**src/rtl/gamepad_pmod_tx.sv**
```systemverilog
// Gamepad Pmod serializer: shifts a 24-bit frame (second-pad slot + 12 buttons) MSB first, then pulses latch.
// Define GAMEPAD_TX_AUTO_EN for free-running frames every FRAME_GAP idle cycles; otherwise frames follow i_frame_req.
module gamepad_pmod_tx #(
    parameter int unsigned CLK_DIV   = 4,
    parameter int unsigned FRAME_GAP = 64
) (
    input  logic        clk,
    input  logic        rst,
    input  logic [11:0] i_buttons,
    input  logic        i_present,
    input  logic        i_frame_req,
    output logic        o_pmod_latch,
    output logic        o_pmod_clk,
    output logic        o_pmod_data,
    output logic        o_busy,
    output logic        o_frame_done
);

    if (CLK_DIV < 1 || CLK_DIV > 255) begin : g_bad_div
        $error("gamepad_pmod_tx: CLK_DIV out of range 1..255");
    end
    if (FRAME_GAP < 1 || FRAME_GAP > 65535) begin : g_bad_gap
        $error("gamepad_pmod_tx: FRAME_GAP out of range 1..65535");
    end

    localparam logic [7:0] HALF_LAST = 8'(CLK_DIV - 1);

    typedef enum logic [1:0] {
        S_IDLE,
        S_SHIFT,
        S_LATCH
    } state_e;

    state_e      state_q, state_d;
    logic [23:0] word_q, word_d;
    logic [4:0]  bit_q, bit_d;
    logic [7:0]  half_q, half_d;
    logic        ph_q, ph_d;
    logic        latch_q, latch_d;
    logic        pclk_q, pclk_d;
    logic        data_q, data_d;
    logic        busy_q, busy_d;
    logic        done_q, done_d;

    logic [23:0] frame_word;
    logic [4:0]  bit_prev;
    logic        half_end;
    logic        start;

    // Unplugged pad reads as all ones on the pulled-up data line.
    assign frame_word = i_present ? {12'h000, i_buttons} : 24'hFFFFFF;
    assign bit_prev   = bit_q - 5'd1;
    assign half_end   = (half_q == HALF_LAST);

`ifdef GAMEPAD_TX_AUTO_EN
    localparam logic [15:0] GAP_LAST = 16'(FRAME_GAP);
    logic [15:0] gap_q, gap_d;

    assign start = (gap_q == GAP_LAST);

    always_ff @(posedge clk or posedge rst) begin
        if (rst) gap_q <= '0;
        else     gap_q <= gap_d;
    end

    // The frame_done cycle is itself the first idle cycle of the gap.
    always_comb begin
        gap_d = gap_q;
        if (state_q == S_IDLE) begin
            gap_d = start ? 16'd0 : gap_q + 16'd1;
        end else if (state_q == S_LATCH && half_end && ph_q) begin
            gap_d = 16'd1;
        end
    end
`else
    // A request coinciding with frame_done is dropped, not held over.
    assign start = i_frame_req && !done_q;
`endif

    always_ff @(posedge clk or posedge rst) begin
        if (rst) begin
            state_q <= S_IDLE;
            word_q  <= '0;
            bit_q   <= '0;
            half_q  <= '0;
            ph_q    <= 1'b0;
            latch_q <= 1'b0;
            pclk_q  <= 1'b0;
            data_q  <= 1'b0;
            busy_q  <= 1'b0;
            done_q  <= 1'b0;
        end else begin
            state_q <= state_d;
            word_q  <= word_d;
            bit_q   <= bit_d;
            half_q  <= half_d;
            ph_q    <= ph_d;
            latch_q <= latch_d;
            pclk_q  <= pclk_d;
            data_q  <= data_d;
            busy_q  <= busy_d;
            done_q  <= done_d;
        end
    end

    always_comb begin
        state_d = state_q;
        word_d  = word_q;
        bit_d   = bit_q;
        half_d  = half_q;
        ph_d    = ph_q;
        latch_d = latch_q;
        pclk_d  = pclk_q;
        data_d  = data_q;
        busy_d  = busy_q;
        done_d  = 1'b0;

        unique case (state_q)
            S_IDLE: begin
                if (start) begin
                    word_d  = frame_word;
                    data_d  = frame_word[23];
                    bit_d   = 5'd23;
                    half_d  = '0;
                    ph_d    = 1'b0;
                    pclk_d  = 1'b0;
                    busy_d  = 1'b1;
                    state_d = S_SHIFT;
                end
            end

            S_SHIFT: begin
                if (!half_end) begin
                    half_d = half_q + 8'd1;
                end else begin
                    half_d = '0;
                    if (!ph_q) begin
                        ph_d   = 1'b1;
                        pclk_d = 1'b1;
                    end else begin
                        ph_d   = 1'b0;
                        pclk_d = 1'b0;
                        if (bit_q == 5'd0) begin
                            latch_d = 1'b1;
                            state_d = S_LATCH;
                        end else begin
                            // Next bit goes out together with the falling shift clock.
                            bit_d  = bit_prev;
                            data_d = word_q[bit_prev];
                        end
                    end
                end
            end

            S_LATCH: begin
                // Latch spans two half-periods, tracked by ph so half stays 8 bits.
                if (!half_end) begin
                    half_d = half_q + 8'd1;
                end else begin
                    half_d = '0;
                    if (!ph_q) begin
                        ph_d = 1'b1;
                    end else begin
                        ph_d    = 1'b0;
                        latch_d = 1'b0;
                        busy_d  = 1'b0;
                        done_d  = 1'b1;
                        state_d = S_IDLE;
                    end
                end
            end

            default: state_d = S_IDLE;
        endcase
    end

    assign o_pmod_latch = latch_q;
    assign o_pmod_clk   = pclk_q;
    assign o_pmod_data  = data_q;
    assign o_busy       = busy_q;
    assign o_frame_done = done_q;

endmodule

```
**config.mk**
```make
export PLATFORM = sky130hd
export DESIGN_NAME = gamepad_pmod_tx
export DESIGN_NICKNAME = d
export VERILOG_FILES = /design/src/rtl/gamepad_pmod_tx.sv
export SDC_FILE = /design/constraint.sdc
export NUM_CORES = 1
export LEC_CHECK = 0
export BUFFER_PORTS_ARGS = -buffer_cell sky130_fd_sc_hd__buf_4
export CAP_MARGIN = 15
export CORE_MARGIN = 2
export CORE_UTILIZATION = 29
export DETAILED_ROUTE_END_ITERATION = 10
export REMOVE_ABC_BUFFERS = 1
export SETUP_SLACK_MARGIN = 0.02
export SLEW_MARGIN = 20
export SYNTH_ARGS = -nofsm -noshare
export SYNTH_HDL_FRONTEND = slang
export SYNTH_SLANG_ARGS = --single-unit
```
**constraint.sdc**
```tcl
create_clock -name clk -period 2.8 [get_ports clk]
set_input_delay 0 -clock clk [delete_from_list [all_inputs] [get_ports clk]]
set_output_delay 0 -clock clk [all_outputs]
set_load 0.01 [all_outputs]
```
* Word level (Yosys, flattened, before mapping) *
Cells that the tools add are included.

storage, ports and cells
  register bits = 45
  input bits = 16
  output and inout bits = 5
  word-level logic and storage cells = 80

cells by class
  $add $sub $neg = 2
  $lt $le $gt $ge = 1
  eq/ne operators = 11
  multiplexer cells = 39
  reductions and logical operators = 17

operators with widths
  kind                                                 number
  2-to-1 mux 24 bit                                    1
  2-to-1 mux 5 bit                                     4
  2-to-1 mux 1 bit                                     17
  2-to-1 mux 8 bit                                     2
  one-hot mux 8 bit (2 select lines)                   1
  inequality test 2 bit, second input constant         7
  2-to-1 mux 2 bit                                     6
  AND reduction 6 bit                                  2
  one-hot mux 1 bit (2 select lines)                   5
  one-hot mux 5 bit (2 select lines)                   1
  adder 8 x 1 -> 8 bit, second input constant          1
  equality test 8 x 2 -> 1 bit, second input constant  1
  nonzero test 2 bit                                   4
  < comparator 5 x 6 -> 1 bit, second input constant   1
  one-hot mux 2 bit (3 select lines)                   1
  AND reduction 3 bit                                  2
  binary-select mux 1 bit (select 5 bit)               1
  zero test 5 bit                                      1
  AND reduction 5 bit                                  1
  subtractor 5 x 1 -> 5 bit, second input constant     1
  AND reduction 2 bit                                  2
  AND reduction 4 bit                                  1
  equality test 2 x 1 -> 1 bit, second input constant  1
  equality test 2 bit, second input constant           1
  other kinds (5)                                      5

* Logic depth before layout (Yosys ltp) *
Gate-level depths: netlist (run 1).

  depth after elaboration = 7
  gate-level depth with buffers = 8
  mapped depth without buffers = 7

* Least setup slack after synthesis (run 1) *
No wires, ideal clock.

  path kind = register to register
  start point = register half_q[0]
  end point = register bit_q[4]
  library setup time = 128 ps
  data arrival time = 2204 ps
  data required time = 2672 ps
  setup slack = 468 ps
  stages on the path, launching flop included = 8
  path buffers = 1
  clock period less this slack = 2332 ps
  cell sequence = dfrtp_1 -> ha_1 -> or4b_1 -> or4_1 -> buf_2 -> a21oi_2 -> o21ai_2 -> mux2_1

on the way
  longest elaborated chain between the ends = 3

ends and longest elaborated chain
  what                             line  RTL
  start, declared                  37    logic [7:0] half_q, half_d;
  start signal, assigned           96    half_q <= half_d;
  equality test 8 x 2 -> 1 bit     53    assign half_end = (half_q == HALF_LAST);
  inequality test 2 bit (no line)  n/a
  AND reduction 5 bit (no line)    n/a
  end signal, assigned             95    bit_q <= bit_d;
  end, declared                    36    logic [4:0] bit_q, bit_d;

No other way between the ends.
A chain may end at the register's enable or synchronous reset.

* Worst setup path in the final report (run 1) *
Same ends and word-level chain as after synthesis.

==> results of run 1 <==
==> worst paths after layout <==
| kind | end | start | cells past startpoint |
|---|---|---|---|
| min | word_q[9] | i_present | 2 |
| min reg2reg | ph_q | ph_q | 1 |
| min in group asynchronous | word_q[8] | rst | 4 |
| max | bit_q[4] | half_q[0] | 6 |
| max in group asynchronous | bit_q[4] | rst | 4 |
| max reg2reg | bit_q[4] | half_q[0] | 6 |
==> registers in the layout (all words and copies together), names as in the netlist <==
signal        count
bit_q             5
half_q            8
o_busy            1
o_frame_done      1
o_pmod_clk        1
o_pmod_data       1
o_pmod_latch      1
ph_q              1
state_q           2
word_q           13
==> worst max-delay path, delay by kind of cell (launching register included) <==
family	cells	cell delay, ps
muxes	1	310
DFF	1	430
adders and majority gates	1	230
AOI/OAI and AO/OA	2	350
and+or+nand+nor	2	1050
==> synthesized netlist by cell type (2+ instances only) <==
| master | count | share of area |
|---|---|---|
| inv_1 | 20 | 0.042 |
| mux2_2 | 3 | 0.019 |
| ha_1 | 7 | 0.048 |
| clkbuf_1 | 7 | 0.015 |
| and3_1 | 2 | 0.0069 |
| nand3_1 | 3 | 0.0083 |
| nor2_1 | 24 | 0.050 |
| a31oi_1 | 13 | 0.045 |
| buf_2 | 2 | 0.0055 |
| nand4_1 | 3 | 0.010 |
| nor3_1 | 3 | 0.0083 |
| xnor2_1 | 6 | 0.029 |
| mux4_2 | 3 | 0.037 |
| o21ai_0 | 9 | 0.025 |
| nand2b_1 | 3 | 0.010 |
| dfrtp_1 | 34 | 0.47 |
| mux2i_1 | 2 | 0.011 |
| nand2_1 | 11 | 0.023 |
| xor2_1 | 3 | 0.015 |
| a21oi_1 | 5 | 0.014 |
==> cells by family after synthesis <==
family,after synthesis
flip-flops,34
AO/OA/AOI/OAI,40
AND/OR/NAND/NOR,58
multiplexers,9
adder cells (fa/ha/maj),7
XOR/XNOR,9
buffers and inverters,29
==> layout make-up <==
type / count / share of cell area
clock buffer: 5 / 0.0307
clock inverter: 2 / 0.00447
inverter: 20 / 0.0335
multi-input combinational: 123 / 0.377
sequential: 34 / 0.380
tap: 75 / 0.0419
timing repair buffer: 35 / 0.132
==> through the flow <==
stage,power [µW],std cells,utilization,area [µm²],hold slack (ps)
after floorplan,1390,177,-,1770,96.0
after global placement,1600,274,0.341,2030,134
after detailed placement,1610,274,0.341,2030,129
after CTS,1970,294,0.376,2240,15.6
after global routing,2110,294,0.376,2240,15.7
final,1950,294,0.376,2240,23.7
==> repair_timing <==
action / 4_1_cts / 5_1_grt
hold endpoints to repair: 46 / 0
buffers inserted: 0 / 0
hold buffers: 13 / 0
==> report_power, final <==
group	total, µW	switching (µW)	internal (µW)
combinational	852	460	393
clock	336	170	167
sequential	764	126	638
total	1950	756	1200
==> routing by layer <==
layer	track usage	wire length (µm)	vias up	part of all wire
met5	0	0	-	0
met4	0.0313	44	0	0.012
met3	0.0348	126	5	0.036
met2	0.165	1600	27	0.45
met1	0.144	1770	649	0.50
li1	-	-	708	-
==> summary.txt, run 1 <==
Yosys
  • Netlist cell types: 43
  • EDFF count, synth: 0
  • Adder-cell share of the synthesized area: 0.0485
  • Synth Area in Simple Gates: 0.156
  • Avg Cell Area, Syn: 9.71 µm²
  • Synth Instances: 186
  • Synth Cell Area: between 1500 and 2000 µm²
  • Synth warn: 0
  • Post-synthesis mux area share: 0.0734
  • Largest family of logic cells by synthesized area: simple AND/OR/NAND/NOR gates
  • Post-Synth XOR/XNOR Area: 0.0436
  • Post-synthesis sequential area ratio: 0.471
  • Yosys reg bits: 34
  • Main synth FF type: dfrtp_1
  • Async SR Flop Fraction: 1.00
  • Synth Area in Compound Gates: 0.146

Timing
  • Final setup viols: 0
  • Hold Vio Cnt, Final: 0
  • Final period util: 0.890
  • Final slew viol count: 0
  • Slew @ Worst Pin: between 400 and 500 ps
  • Setup tns final: 0 ps
  • Max transition margin: 0.715
  • Setup ws final: 309 ps
  • RSZ-0062 raised after global routing: false
  • F_max: about 0.4 GHz
  • Final Skew: approximately 5 ps
  • Minimum clock period: roughly 2500 ps

Finish
  • Antenna diodes: 0
  • FILL cells: about 600
  • Most frequent cells in the layout: 34 x dfrtp_1, 24 x nor2_1, 22 x buf_4
  • Layout cells sized above 1: 0.183
  • Commonest non-fill, non-tap cell in the layout: dfrtp_1
  • Area added between synthesis and finish: 23.9%
  • Area of the multi-input gates: roughly 840 µm²
  • Register area: 851 µm²
  • Final #Nets: approximately 240

Power and ir drop
  • Max VDD drop: around 0.33 mV
  • Lkg Pwr: ~0.00099 µW
  • Pwr dens: between 800 and 900 nW/µm²

Worst setup path
  • Max stage delay on crit path: roughly 600 ps
  • Critical path type: register to register
  • Largest fanout on the critical path: 6
  • CP endpoint kind: register
  • Crit path required time: 2960 ps
  • Setup slack, reg-to-reg: between 300 and 400 ps
  • CP max stage cell: or4_1
  • Critical path cell sequence: ha_1, or4b_1, or4_1, a21oi_2, o21ai_2, mux2_1
  • Critical Path AT: roughly 2700 ps
  • Startpoint types: register

Routing
  • Routed length per instance: ~12 µm
  • Number of remaining DRC errors: 0
  • Post-route ant nets: 0
  • Initial DRC Count: 65
  • Final wirelength: ~3500 µm
  • Via count: between 1k and 1.5k
  • TritonRoute pass-1 iters: 4
  • Vias per Instance: between 4 and 5

Clock tree
  • H-tree level count: 2
  • Worst-path clk slew: 70 ps
  • Worst-Skew Late Latency: 280 ps
  • CTS Buf Count: 5
  • Post-CTS Resized: 0
  • Sink count of the clock tree: 34
  • Worst-case clock buffer depth: 2
  • TritonCTS clock tree: done
  • CTS root buf: clkbuf_8

Floorplanning
  • Initial Util: 0.303
  • Core area: ~6000 µm²
  • I/O pins: 21
  • DIE AREA: a little under 7000 µm²
  • Die width: 82.9 µm
  • # rows: 28
  • Die H: approximately 83 µm

Worst hold path
  • HP Class: input pin to register

Global routing
  • First-pass GRT wire length: between 6000 and 7000 µm
  • Global route overflow: 0
  • Vias in the first global route: around 1.4k
  • Initial antenna violation count: 0
  • Largest net degree at the start of global routing: 35
  • Gr usage total: 0.107

Placed design
  • Global placement routability congestion: ~0.87
  • Post-Place Worst Slack: 320 ps
  • Final HPWL DP: 2520 µm
  • Port bufs: 20

Run status
  • Run status: complete, no violations

Job
  • MaxCap Viol Count: 0
Note: power is estimated with default switching activity, not from simulation.
==> run 2: changes to the inputs <==
- CORE_ASPECT_RATIO: unset -> 0.6
- CORE_MARGIN: 2 -> unset
- RECOVER_POWER: unset -> 50
==> run 2 against run 1 <==
Effect of this change:
- the run now ends with capacitance limit, slew limit left
- routed wire length rose by 4.0%
- global-route usage rose by 1.8 points
- maximum frequency fell by 2.8%
- die area fell by 4.6%
- sequential power barely moved
- register-to-register slack got worse by 70 ps
- critical path depth did not move
- via count did not move
==> summary.txt, run 2 (synthesis results as in run 1) <==
Global routing
  • Initial antenna violation count: 0
  • Gr usage total: 0.125
  • Global route overflow: 0
  • Largest net degree at the start of global routing: 35
  • First-pass GRT wire length: ~6400 µm
  • Vias in the first global route: 1335

Placed design
  • Global placement routability congestion: 0.805
  • Final HPWL DP: roughly 2600 µm
  • Port bufs: 20

Routing
  • Via count: ~1.4k
  • TritonRoute pass-1 iters: 4
  • M1 wire length: ~2100 µm
  • Post-route ant nets: 0
  • Final wirelength: approximately 3700 µm
  • Routed length per instance: ~12 µm
  • Initial DRC Count: 100
  • Vias per Instance: between 4 and 5
  • Met3 WL: about 150 µm
  • Met2 wire length: 1420 µm
  • Number of remaining DRC errors: 0
  • Top routing layer used: met4

Worst setup path
  • Startpoint types: register
  • Max stage delay on crit path: just over 600 ps
  • Largest fanout on the critical path: 6
  • Critical path cell sequence: ha_1, or4b_1, or4_1, a21oi_2, o21ai_2, mux2_1
  • Crit path required time: 2960 ps
  • CP max stage cell: or4_1
  • Critical path type: register to register
  • Critical Path AT: ~2700 ps
  • CP endpoint kind: register

Power and ir drop
  • Pwr Total: ~2100 µW
  • Flop pwr share: 0.369
  • Max VDD drop: 0.258 mV
  • Pwr dens: around 910 nW/µm²
  • Comb pwr share: 0.411
  • Clock power frac: 0.220
  • Sw frac: 0.370
  • Sw power: about 770 µW
  • Internal power: between 1000 and 1500 µW
  • Lkg Pwr: ~0.001 µW

Finish
  • Area of the multi-input gates: 845 µm²
  • Most frequent cells in the layout: 34 x dfrtp_1, 24 x nor2_1, 20 x inv_1
  • Final #Nets: approximately 240
  • Layout cells sized above 1: 0.169
  • Commonest non-fill, non-tap cell in the layout: dfrtp_1
  • Register area: roughly 850 µm²
  • Antenna diodes: 0
  • FILL cells: 594
  • Biggest register: word_q
  • Number of flip-flops in the largest register: 13
  • Largest registers: word_q x13, half_q x8, bit_q x5
  • Area added between synthesis and finish: 25.5%

Floorplanning
  • Core area: a little under 6000 µm²
  • # rows: 21
  • DIE AREA: between 6000 and 7000 µm²
  • Initial Util: 0.313
  • Die width: 104 µm
  • Die H: about 63 µm
  • I/O pins: 21

Clock tree
  • Post-CTS Resized: 0
  • Post-CTS Setup Bufs: 0
  • H-tree level count: 2
  • CTS root buf: clkbuf_8
  • Worst-case clock buffer depth: 2
  • Worst-path clk slew: 70 ps
  • Worst-Skew Late Latency: 280 ps
  • TritonCTS clock tree: done
  • Sink count of the clock tree: 34
  • CTS Buf Count: 5

Timing
  • Minimum clock period: between 2000 and 3000 ps
  • Slew @ Worst Pin: around 1800 ps
  • Final slew viol count: 35
  • RSZ-0062 raised after global routing: false
  • Final period util: 0.916
  • Max transition margin: -0.190
  • Final setup viols: 0
  • Final Skew: 9.44 ps
  • Hold Vio Cnt, Final: 0
  • Setup tns final: 0 ps
  • F_max: ~0.39 GHz

Job
  • MaxCap Viol Count: 1

Run status
  • Violated checks: capacitance limit, slew limit
  • Run status: finished with violations

Worst hold path
  • HP Class: input pin to register
==> run 2: cell types whose count changed in the layout (fill, tap and decap cells not counted), sizes merged <==
cell,delta
clkbuf,+5
clkinv,-2
buf,-4
bufinv,+1
==> run 2: power by group through the flow <==
stage	logic, µW	registers [µW]	clock network (µW)
after floorplan	645	745	0
after global placement	835	775	0
after detailed placement	848	773	0
after CTS	867	766	465
after global routing	964	785	490
final	852	765	456
==> run 2: per-stage QoR <==
| stage | cell area [µm²] | setup WS [ps] | std cells | hold slack (ps) | util |
|---|---|---|---|---|---|
| global route | 2270 | 34.2 | 299 | 24.2 | 0.392 |
| finish | 2270 | 237 | 299 | 22.2 | 0.392 |
| detailed placement | 2040 | 282 | 279 | 134 | 0.352 |
| CTS | 2280 | 250 | 299 | 21.1 | 0.394 |
| floorplan | 1770 | 472 | 177 | 96.0 | - |
| global placement | 2040 | 353 | 279 | 129 | 0.352 |
==> run 2: final cells by class <==
type / count / share of cell area
Sequential cell: 34 / 0.375
Clock inverter: 1 / 0.0132
Tap cell: 80 / 0.0442
Timing Repair Buffer: 35 / 0.125
Inverter: 20 / 0.0331
Multi-Input combinational cell: 123 / 0.373
Clock buffer: 6 / 0.0364
==> run 2: routing by layer <==
metal | up-vias | GRT usage
met5 | - | 0
met4 | 0 | 0.0321
met3 | 2 | 0.0404
met2 | 27 | 0.158
met1 | 658 | 0.196
li1 | 702 | -
==> run 2: worst max-delay path: cells and delay by family (launching register included) <==
kind / cells / cell delay (ps)
simple gates: 2 / 1090
flops: 1 / 420
compound gates: 2 / 360
mux: 1 / 320
fa+ha+maj: 1 / 250
==> run 2: repair_timing <==
item	in CTS	in global routing
hold buffers	13	0
endpoints found under the setup margin	0	0
hold endpoints to repair	46	0
==> run 2: path summary, 6_finish.rpt <==
| path | cells after the start | to | slack, ps | start |
|---|---|---|---|---|
| min reg2reg | 1 | o_pmod_latch | 510 | o_pmod_latch |
| min | 2 | word_q[8] | 20 | i_present |
| max reg2reg | 6 | bit_q[4] | 240 | half_q[0] |
| min in group asynchronous | 4 | word_q[8] | 900 | rst |
| max | 6 | bit_q[4] | 240 | half_q[0] |
| max in group asynchronous | 4 | bit_q[2] | 860 | rst |
